<file path="src/rtl/sisa_run_controller_if.sv">
// Host-side command and program-load channels of the sISA run controller.
// The controller takes the slave view; the host or testbench drives the master view.
interface sisa_run_controller_if #(
  parameter int CNT_W  = 16,
  parameter int DATA_W = 8
);
  logic              cmd_valid;
  logic              cmd_ready;
  logic [1:0]        cmd_op;
  logic [CNT_W-1:0]  cmd_arg;
  logic              load_valid;
  logic              load_ready;
  logic [DATA_W-1:0] load_data;

  modport slave (
    input  cmd_valid, cmd_op, cmd_arg, load_valid, load_data,
    output cmd_ready, load_ready
  );

  modport master (
    output cmd_valid, cmd_op, cmd_arg, load_valid, load_data,
    input  cmd_ready, load_ready
  );
endinterface

</file>
<file path="src/rtl/sisa_run_controller.sv">
// sISA run controller: streams a program into instruction RAM with the core held in reset,
// then gates the core clock enable for budgeted runs, single steps and the various stop causes.
module sisa_run_controller #(
  parameter int ADDR_W = 4,
  parameter int DATA_W = 8,
  parameter int CNT_W  = 16
) (
  input  logic                 clk,
  input  logic                 reset,
  sisa_run_controller_if.slave host,
  input  logic                 bp_en,
  input  logic [ADDR_W-1:0]    bp_addr,
  input  logic [ADDR_W-1:0]    pc,
  output logic                 core_en,
  output logic                 core_rst,
  output logic                 imem_we,
  output logic [ADDR_W-1:0]    imem_addr,
  output logic [DATA_W-1:0]    imem_wdata,
  output logic                 busy,
  output logic                 done,
  output logic [1:0]           stop_cause,
  output logic [CNT_W-1:0]     cycle_count
);

  typedef enum logic [1:0] {S_IDLE, S_LOAD, S_RUN, S_STEP} state_t;

  localparam logic [1:0] OP_LOAD = 2'b00;
  localparam logic [1:0] OP_RUN  = 2'b01;
  localparam logic [1:0] OP_STEP = 2'b10;
  localparam logic [1:0] OP_HALT = 2'b11;

  localparam logic [1:0] CAUSE_BUDGET = 2'b00;
  localparam logic [1:0] CAUSE_BP     = 2'b01;
  localparam logic [1:0] CAUSE_LOOP   = 2'b10;
  localparam logic [1:0] CAUSE_HALT   = 2'b11;

  state_t            state, state_nx;
  logic [ADDR_W-1:0] wcnt, last;
  logic [CNT_W-1:0]  budget, run_cnt;
  logic              first_cyc;
  logic [ADDR_W-1:0] prev_pc;
  logic              prev_en;
  logic              stop;
  logic [1:0]        cause_nx;
  logic              cmd_fire, load_fire;
  logic              halt_hit, bp_hit, loop_hit, budget_hit;

  assign host.cmd_ready  = (state == S_IDLE) || (state == S_RUN);
  assign host.load_ready = (state == S_LOAD);
  assign cmd_fire        = host.cmd_valid && host.cmd_ready;
  assign load_fire       = host.load_valid && (state == S_LOAD);

  assign imem_we    = load_fire;
  assign imem_addr  = wcnt;
  assign imem_wdata = host.load_data;
  assign busy       = (state != S_IDLE);

  // The first run cycle skips the breakpoint so a run can resume from the PC it stopped on.
  assign halt_hit   = cmd_fire && (host.cmd_op == OP_HALT);
  assign bp_hit     = bp_en && (pc == bp_addr) && !first_cyc;
  assign loop_hit   = prev_en && (pc == prev_pc);
  assign budget_hit = (budget != '0) && (run_cnt == budget);

  always_ff @(posedge clk or negedge reset) begin
    if (!reset) state <= S_IDLE;
    else        state <= state_nx;
  end

  always_comb begin
    state_nx = state;
    core_en  = 1'b0;
    stop     = 1'b0;
    cause_nx = CAUSE_BUDGET;
    unique case (state)
      S_IDLE: begin
        if (cmd_fire) begin
          case (host.cmd_op)
            OP_LOAD: state_nx = S_LOAD;
            OP_RUN:  state_nx = S_RUN;
            OP_STEP: state_nx = S_STEP;
            default: ;
          endcase
        end
      end
      S_LOAD: begin
        if (load_fire && (wcnt == last)) state_nx = S_IDLE;
      end
      S_RUN: begin
        stop = 1'b1;
        if (halt_hit)        cause_nx = CAUSE_HALT;
        else if (bp_hit)     cause_nx = CAUSE_BP;
        else if (loop_hit)   cause_nx = CAUSE_LOOP;
        else if (budget_hit) cause_nx = CAUSE_BUDGET;
        else                 stop     = 1'b0;
        core_en = !stop;
        if (stop) state_nx = S_IDLE;
      end
      S_STEP: begin
        core_en  = 1'b1;
        state_nx = S_IDLE;
      end
      default: state_nx = S_IDLE;
    endcase
  end

  always_ff @(posedge clk or negedge reset) begin
    if (!reset) begin
      wcnt        <= '0;
      last        <= '0;
      budget      <= '0;
      run_cnt     <= '0;
      first_cyc   <= 1'b0;
      prev_pc     <= '0;
      prev_en     <= 1'b0;
      core_rst    <= 1'b1;
      done        <= 1'b0;
      stop_cause  <= CAUSE_BUDGET;
      cycle_count <= '0;
    end else begin
      prev_pc <= pc;
      prev_en <= core_en;
      done    <= 1'b0;
      if (core_en && (cycle_count != '1)) cycle_count <= cycle_count + CNT_W'(1);
      unique case (state)
        S_IDLE: begin
          if (cmd_fire) begin
            case (host.cmd_op)
              OP_LOAD: begin
                wcnt        <= '0;
                last        <= host.cmd_arg[ADDR_W-1:0];
                cycle_count <= '0;
                core_rst    <= 1'b1;
              end
              OP_RUN: begin
                budget    <= host.cmd_arg;
                run_cnt   <= '0;
                first_cyc <= 1'b1;
                core_rst  <= 1'b0;
              end
              OP_STEP: core_rst <= 1'b0;
              default: ;
            endcase
          end
        end
        S_LOAD: begin
          // Counter parks on the last address so a full 2^ADDR_W load never wraps.
          if (load_fire) begin
            if (wcnt == last) done <= 1'b1;
            else              wcnt <= wcnt + ADDR_W'(1);
          end
        end
        S_RUN: begin
          first_cyc <= 1'b0;
          if (core_en) run_cnt <= run_cnt + CNT_W'(1);
          if (stop) begin
            done       <= 1'b1;
            stop_cause <= cause_nx;
          end
        end
        S_STEP: begin
          done       <= 1'b1;
          stop_cause <= CAUSE_BUDGET;
        end
        default: ;
      endcase
    end
  end

endmodule

</file>
<file path="src/flat_wrapper.sv">
// flat-port wrapper written by rule: the top's interface ports become plain ports
module sisa_run_controller_flat 
#(
  parameter int ADDR_W = 4,
  parameter int DATA_W = 8,
  parameter int CNT_W  = 16
)
  (clk, reset, bp_en, bp_addr, pc, core_en, core_rst, imem_we, imem_addr, imem_wdata, busy, done, stop_cause, cycle_count, host_cmd_valid, host_cmd_op, host_cmd_arg, host_load_valid, host_load_data, host_cmd_ready, host_load_ready);
  sisa_run_controller_if #(.CNT_W(CNT_W), .DATA_W(DATA_W)) host_i ();
  input  logic clk;
  input  logic reset;
  input  logic bp_en;
  input  logic [ADDR_W-1:0] bp_addr;
  input  logic [ADDR_W-1:0] pc;
  output logic core_en;
  output logic core_rst;
  output logic imem_we;
  output logic [ADDR_W-1:0] imem_addr;
  output logic [DATA_W-1:0] imem_wdata;
  output logic busy;
  output logic done;
  output logic [1:0] stop_cause;
  output logic [CNT_W-1:0] cycle_count;
  input wire logic [$bits(host_i.cmd_valid)-1:0] host_cmd_valid;
  input wire logic [$bits(host_i.cmd_op)-1:0] host_cmd_op;
  input wire logic [$bits(host_i.cmd_arg)-1:0] host_cmd_arg;
  input wire logic [$bits(host_i.load_valid)-1:0] host_load_valid;
  input wire logic [$bits(host_i.load_data)-1:0] host_load_data;
  output wire logic [$bits(host_i.cmd_ready)-1:0] host_cmd_ready;
  output wire logic [$bits(host_i.load_ready)-1:0] host_load_ready;
  assign host_i.cmd_valid = host_cmd_valid;
  assign host_i.cmd_op = host_cmd_op;
  assign host_i.cmd_arg = host_cmd_arg;
  assign host_i.load_valid = host_load_valid;
  assign host_i.load_data = host_load_data;
  assign host_cmd_ready = host_i.cmd_ready;
  assign host_load_ready = host_i.load_ready;
  sisa_run_controller #(.ADDR_W(ADDR_W), .DATA_W(DATA_W), .CNT_W(CNT_W)) u_core (.clk(clk), .reset(reset), .host(host_i), .bp_en(bp_en), .bp_addr(bp_addr), .pc(pc), .core_en(core_en), .core_rst(core_rst), .imem_we(imem_we), .imem_addr(imem_addr), .imem_wdata(imem_wdata), .busy(busy), .done(done), .stop_cause(stop_cause), .cycle_count(cycle_count));
endmodule
</file>
<file path="config.mk">
export PLATFORM = sky130hd
export DESIGN_NAME = sisa_run_controller_flat
export DESIGN_NICKNAME = d
export VERILOG_FILES = /design/src/rtl/sisa_run_controller_if.sv /design/src/rtl/sisa_run_controller.sv /design/src/flat_wrapper.sv
export SDC_FILE = /design/constraint.sdc
export NUM_CORES = 1
export LEC_CHECK = 0
export ABC_AREA = 1
export ABC_CLOCK_PERIOD_IN_PS = 1700
export CAP_MARGIN = 20
export CELL_PAD_IN_SITES_DETAIL_PLACEMENT = 1
export CELL_PAD_IN_SITES_GLOBAL_PLACEMENT = 2
export CORE_MARGIN = 2
export CORE_UTILIZATION = 27
export CTS_CLUSTER_SIZE = 16
export DETAILED_ROUTE_END_ITERATION = 12
export PLACE_DENSITY_LB_ADDON = 0.1
export SLEW_MARGIN = 20
export SYNTH_ARGS = -nofsm -noshare
export SYNTH_HDL_FRONTEND = slang
export SYNTH_SLANG_ARGS = --single-unit
</file>
<file path="constraint.sdc">
create_clock -name clk -period 1.7 [get_ports clk]
set_clock_uncertainty 0.1 [all_clocks]
set_input_delay 0.17 -clock clk [delete_from_list [all_inputs] [get_ports clk]]
set_output_delay 0.17 -clock clk [all_outputs]
set_load 0.01 [all_outputs]
</file>
[After elaboration in Yosys (flattened, before gate mapping)]
Index checks and enable logic that the tools add are counted.
Cells by class
  $add $sub $neg: 3
  multipliers: 0
  divide/modulo/power cells: 0
  magnitude comparators: 0
  equal/unequal tests: 21
  shifts and indexed selects: 0
  multiplexer cells: 38
  bitwise logic cells: 0
  reduce and logical (&&, ||, !) cells: 29
Operators by type and width (number)
  $mux 16: 7
  $add 16x1->16 const B: 2
  $pmux 16 s2: 1
  $eq 16x16->1: 1
  $mux 4: 4
  $ne 16x16->1 const B: 1
  $reduce_bool 16->1: 1
  $mux 2: 7
  $eq 4x4->1: 3
  $reduce_and 3->1: 4
  $mux 1: 11
  $ne 2x1->1 const B: 5
  $reduce_bool 2->1: 5
  $logic_and 1x1->1: 9
  $eq 2x2->1 const B: 4
  $ne 2x2->1 const B: 4
  $pmux 2 s4: 1
  $pmux 4 s2: 1
  $reduce_and 4->1: 2
  $pmux 1 s2: 3
  $pmux 2 s3: 1
  $reduce_and 5->1: 1
  $add 4x1->4 const B: 1
  $eq 2x1->1 const B: 2
  8 further kinds: 10
Word-level totals
  register bits after elaboration: 68
  latch bits: 0
  memory bits (writable): 0
  ROM bits: 0
  bits of input ports: 39
  output and inout port bits: 37
  word-level logic and storage cells: 103
  memories: 0

[Longest topological paths before layout]
  word-level depth: 14
  gate-level depth with buffers: 15
  gate-level depth less buffers: 14

[Worst setup path before layout]
Ideal clock, no wire load.
  path type: register to register
  start: register u_core.cycle_count[0]
  end: register u_core.cycle_count[8]
  library setup time: 0.117 ns
  arrival: 1.564 ns
  required time: 1.483 ns
  path slack: -0.081 ns
  cell stages (with the launch flop): 11
  path buffers: 0
  clock period less this slack: 1.781 ns
  cell sequence: dfrtp_1 ha_1 nand3_1 inv_1 nand2_1 nor2_1 a21oi_1 a21boi_0 nand2_1 nand2_1 nor2_1
Between the ends
  longest elaborated chain between the ends: 6
  elaborated cells between the ends (all ways): 7
  those cells by class: add/sub (1); eq/ne (1); mux (4); reduce/logical (1)
Ends and longest elaborated chain
  from (decl): line sisa_run_controller.sv:22  | output logic [CNT_W-1:0] cycle_count
  from (signal assigned): line sisa_run_controller.sv:123  | if (core_en && (cycle_count != '1)) cycle_count <= cycle_count + CNT_W'(1);
  parallel branches: the longest is 2 deep, another holds $add 16x1->16
  $mux 16 (*): line sisa_run_controller.sv:123
  $mux 16: line sisa_run_controller.sv:127  | case (host.cmd_op)
  $mux 16: line sisa_run_controller.sv:126  | if (cmd_fire) begin
  $mux 16 (*): line sisa_run_controller.sv:124  | unique case (state)
Mark *: on every way between the ends.
A chain may end at the register's enable or synchronous reset.

[Final worst setup path]
  start: register u_core.run_cnt[9]
  end: output core_en
Between the ends
  longest elaborated chain between the ends: 9
Ends and longest elaborated chain
  from (decl): line sisa_run_controller.sv:39  | logic [CNT_W-1:0] budget, run_cnt;
  from (signal assigned): line sisa_run_controller.sv:154  | if (core_en) run_cnt <= run_cnt + CNT_W'(1);
  $eq 16x16->1: line sisa_run_controller.sv:62  | assign budget_hit = (budget != '0) && (run_cnt == budget);
  $logic_and 1x1->1: line sisa_run_controller.sv:62
  $mux 1: line sisa_run_controller.sv:93  | else if (budget_hit) cause_nx = CAUSE_BUDGET;
  $mux 1: line sisa_run_controller.sv:92  | else if (loop_hit) cause_nx = CAUSE_LOOP;
  $mux 1: line sisa_run_controller.sv:91  | else if (bp_hit) cause_nx = CAUSE_BP;
  $mux 1: line sisa_run_controller.sv:90  | if (halt_hit) cause_nx = CAUSE_HALT;
  $mux 1: line sisa_run_controller.sv:74  | unique case (state)
  $logic_not 1->1: line sisa_run_controller.sv:95  | core_en = !stop;
  $pmux 1 s2: line sisa_run_controller.sv:74
  to (decl): line flat_wrapper.sv:15  | output logic core_en;
No other way between the ends. The select of a mux whose other input is x is not followed.

==> out/results.ini <==
[timing]
tightest_slew_ns = 0.463
setup_viol = 38
slew_headroom = 0.688
hold_viol = 0
post-route-period-util = 1.18
rsz0062_at_grt = yes
min_period_ns = 2.01
slew_viol_final = 0
fmax_mhz = 498
fin_ws_ns = -0.308
hold_ws_ns = 0.240

[layout]
nets = 748
final_cell_mix = nand2_1, buf_4, dfrtp_1
stdcell_count = 890
final_common_cell = nand2_1
final_layout_size_suffix_gt1_frac = 0.314
n_antenna_cell = 0
fill_cells = 1768
area_growth_pct = 55.4

[power]
p_int_mw = 5.40
p_sw_frac = 0.379
p_total_mw = 8.70
p_per_area_nw_per_um2 = 1400
ir_drop_uv = 638
clkPwrFrac = 0.223
leakagePower_nw = 2.98
p_switching_mw = 3.30
pwr-share-seq = 0.294
pwr-share-comb = 0.483

[floorplanning]
dieHeight_um = 126
rows = 44
dieArea_um2 = 15800
initial_core_util = 0.275
io_pins = 76
core_area_um2 = 14500
die_w_um = 126

[global_routing]
grt_antenna_before_repair = 0
grt-ovfl-total = 0
grt_pass1_vias = 4377
grt_max_degree = 69
grtUsageTotal = 0.163
grt_pass1_wl_um = 20900

[cts]
numCtsBuffers = 9
cts_tree = yes
path_clk_slew_ns = 0.06
clockBufferDepth = 2
clk_latency_ns = 0.33
cts_max_level = 3
clock-sinks = 68
root_buffer = clkbuf_16

[synth]
synth_nets = 580
ys_warn_count = 0
yosysUniqueCellTypes = 40
synth_edf_count = 0
ys_ff_latch = 68
async_flop_share = 1.00
postSynthAreaPerCell_um2 = 7.51
netlist_area_um2 = 4000
ys.flop_type = dfrtp_1
synth-seq-area-share = 0.425
syn_inst = 533

[route]
wl_met1_um = 5600
avgViaCountPerCell = 4.48
met2_length_um = 6390
drt-total-wl_um = 12500
vias = 3983
wire_per_inst_um = 14.1
drcViolationCount = 0
first_iter_violations = 117
dr.pass1.iters = 4
antenna_left = 0
wl_met3_um = 396
top_layer_used = met4

[setup_path]
path_max_fanout = 3
cp-end-kind = output pin
cp-start-kind = flip-flop
arrival_ns = 1.74
required_ns = 1.43
critPathKind = flip-flop to output pin

[outcome]
violations = setup timing
status = finished, violations left

[place]
place_congestion = 0.801
port_buffers = 59
dp_hpwl_um = 8910
dpl_worst_slack_ns = -0.709
placed_cells = 861

[flow_run]
cap_viol_max_count = 0

[hold_path]
hold_class = primary input to output pin

==> worst max-delay path, stage by stage, from the launching register on <==
cell     delay [ns]
dfrtp_1        0.41
nand2_1        0.08
nand2_1        0.07
nor2_2         0.14
nand2_1        0.08
nor2_2         0.14
nand3_2        0.13
nand3_4        0.13
nand2_8        0.08
buf_6          0.13
==> cells in the mapped netlist (6+ instances only) <==
cell type  number  area (um^2)
a21oi_1        17         85.1
nor3_1         18         90.1
ha_1            8          100
nand4_1        13         81.3
buf_4           9         67.6
xor2_1         12          105
nand3_1        24          120
nor2_1         48          180
o21ai_0        29          145
o31ai_1         6         45.0
dfrtp_1        67         1680
nand2_1       151          567
inv_2          13         48.8
nand2_2         9         56.3
inv_1          62          233
==> cells by family after synthesis <==
| group | count (synthesis) | share of synthesized area |
|---|---|---|
| xor gates and xnor gates | 13 | 0.0284 |
| adders and majority gates | 8 | 0.0250 |
| DFF | 68 | 0.425 |
| buffers and inverters | 92 | 0.101 |
| and+or+nand+nor | 284 | 0.322 |
| AOI/OAI and AO/OA | 68 | 0.0984 |
==> registers in the layout (all words and copies together), names as in the netlist, 2 cells and up <==
name / cells
u_core.cycle_count: 16
u_core.imem_addr: 4
u_core.run_cnt: 16
u_core.budget: 16
u_core.last: 4
u_core.stop_cause: 2
u_core.state: 2
u_core.prev_pc: 4
==> power groups by stage <==
| stage | combinational (mW) | clock (mW) | sequential, mW |
|---|---|---|---|
| after floorplan | 1.75 | 0 | 2.61 |
| after global placement | 3.59 | 0 | 2.57 |
| after detailed placement | 3.64 | 0 | 2.58 |
| after CTS | 3.92 | 2.00 | 2.57 |
| after global routing | 4.68 | 2.06 | 2.64 |
| final | 4.20 | 1.94 | 2.56 |
==> path summary, 6_finish.rpt <==
path                                           start               endpoint  slack [ns]  depth (start not counted)
max in group asynchronous                      reset        u_core.core_rst        0.86                          3
worst max-delay path               u_core.run_cnt[9]                core_en       -0.31                          9
worst min register to register  u_core.stop_cause[0]   u_core.stop_cause[0]        0.40                          2
min in group asynchronous                      reset      u_core.prev_pc[0]        0.28                          3
worst max register to register     u_core.run_cnt[9]  u_core.cycle_count[3]       -0.28                         14
worst min-delay path               host_load_data[5]          imem_wdata[5]        0.24                          0
==> per-stage QoR <==
stage,utilization,TNS [ns],area (um^2)
6_report,0.428,-8.45,6220
5_1_grt,0.428,-13.20,6220
4_1_cts,0.409,-8.61,5950
3_5_place_dp,0.378,-26.69,5490
3_3_place_gp,0.378,-22.84,5490
2_1_floorplan,-,-0.0208,4010
==> routing by layer <==
layer	global-route usage	vias to the layer above
met5	0	-
met2	0.296	49
met4	0.0368	0
met3	0.0429	7
met1	0.191	1903
li1	-	2024
==> timing repair <==
action	CTS	global route
setup buffers	5	6
endpoints found under the setup margin	47	63
gates cloned	1	1
pin swaps	12	19
endpoints found under the hold margin	67	0
gates resized for setup	38	69
hold buffers	1	0
==> layout make-up <==
cell class	instances	area, um^2	area share
Inverter	75	297	0.0476
Clock buffer	14	264	0.0424
Tap cell	184	230	0.0370
Multi-Input combinational cell	374	2160	0.347
Timing Repair Buffer	173	1530	0.246
Sequential cell	68	1700	0.274
Clock inverter	2	35.0	0.00563
No activity file was read; power rests on OpenSTA's default activity.
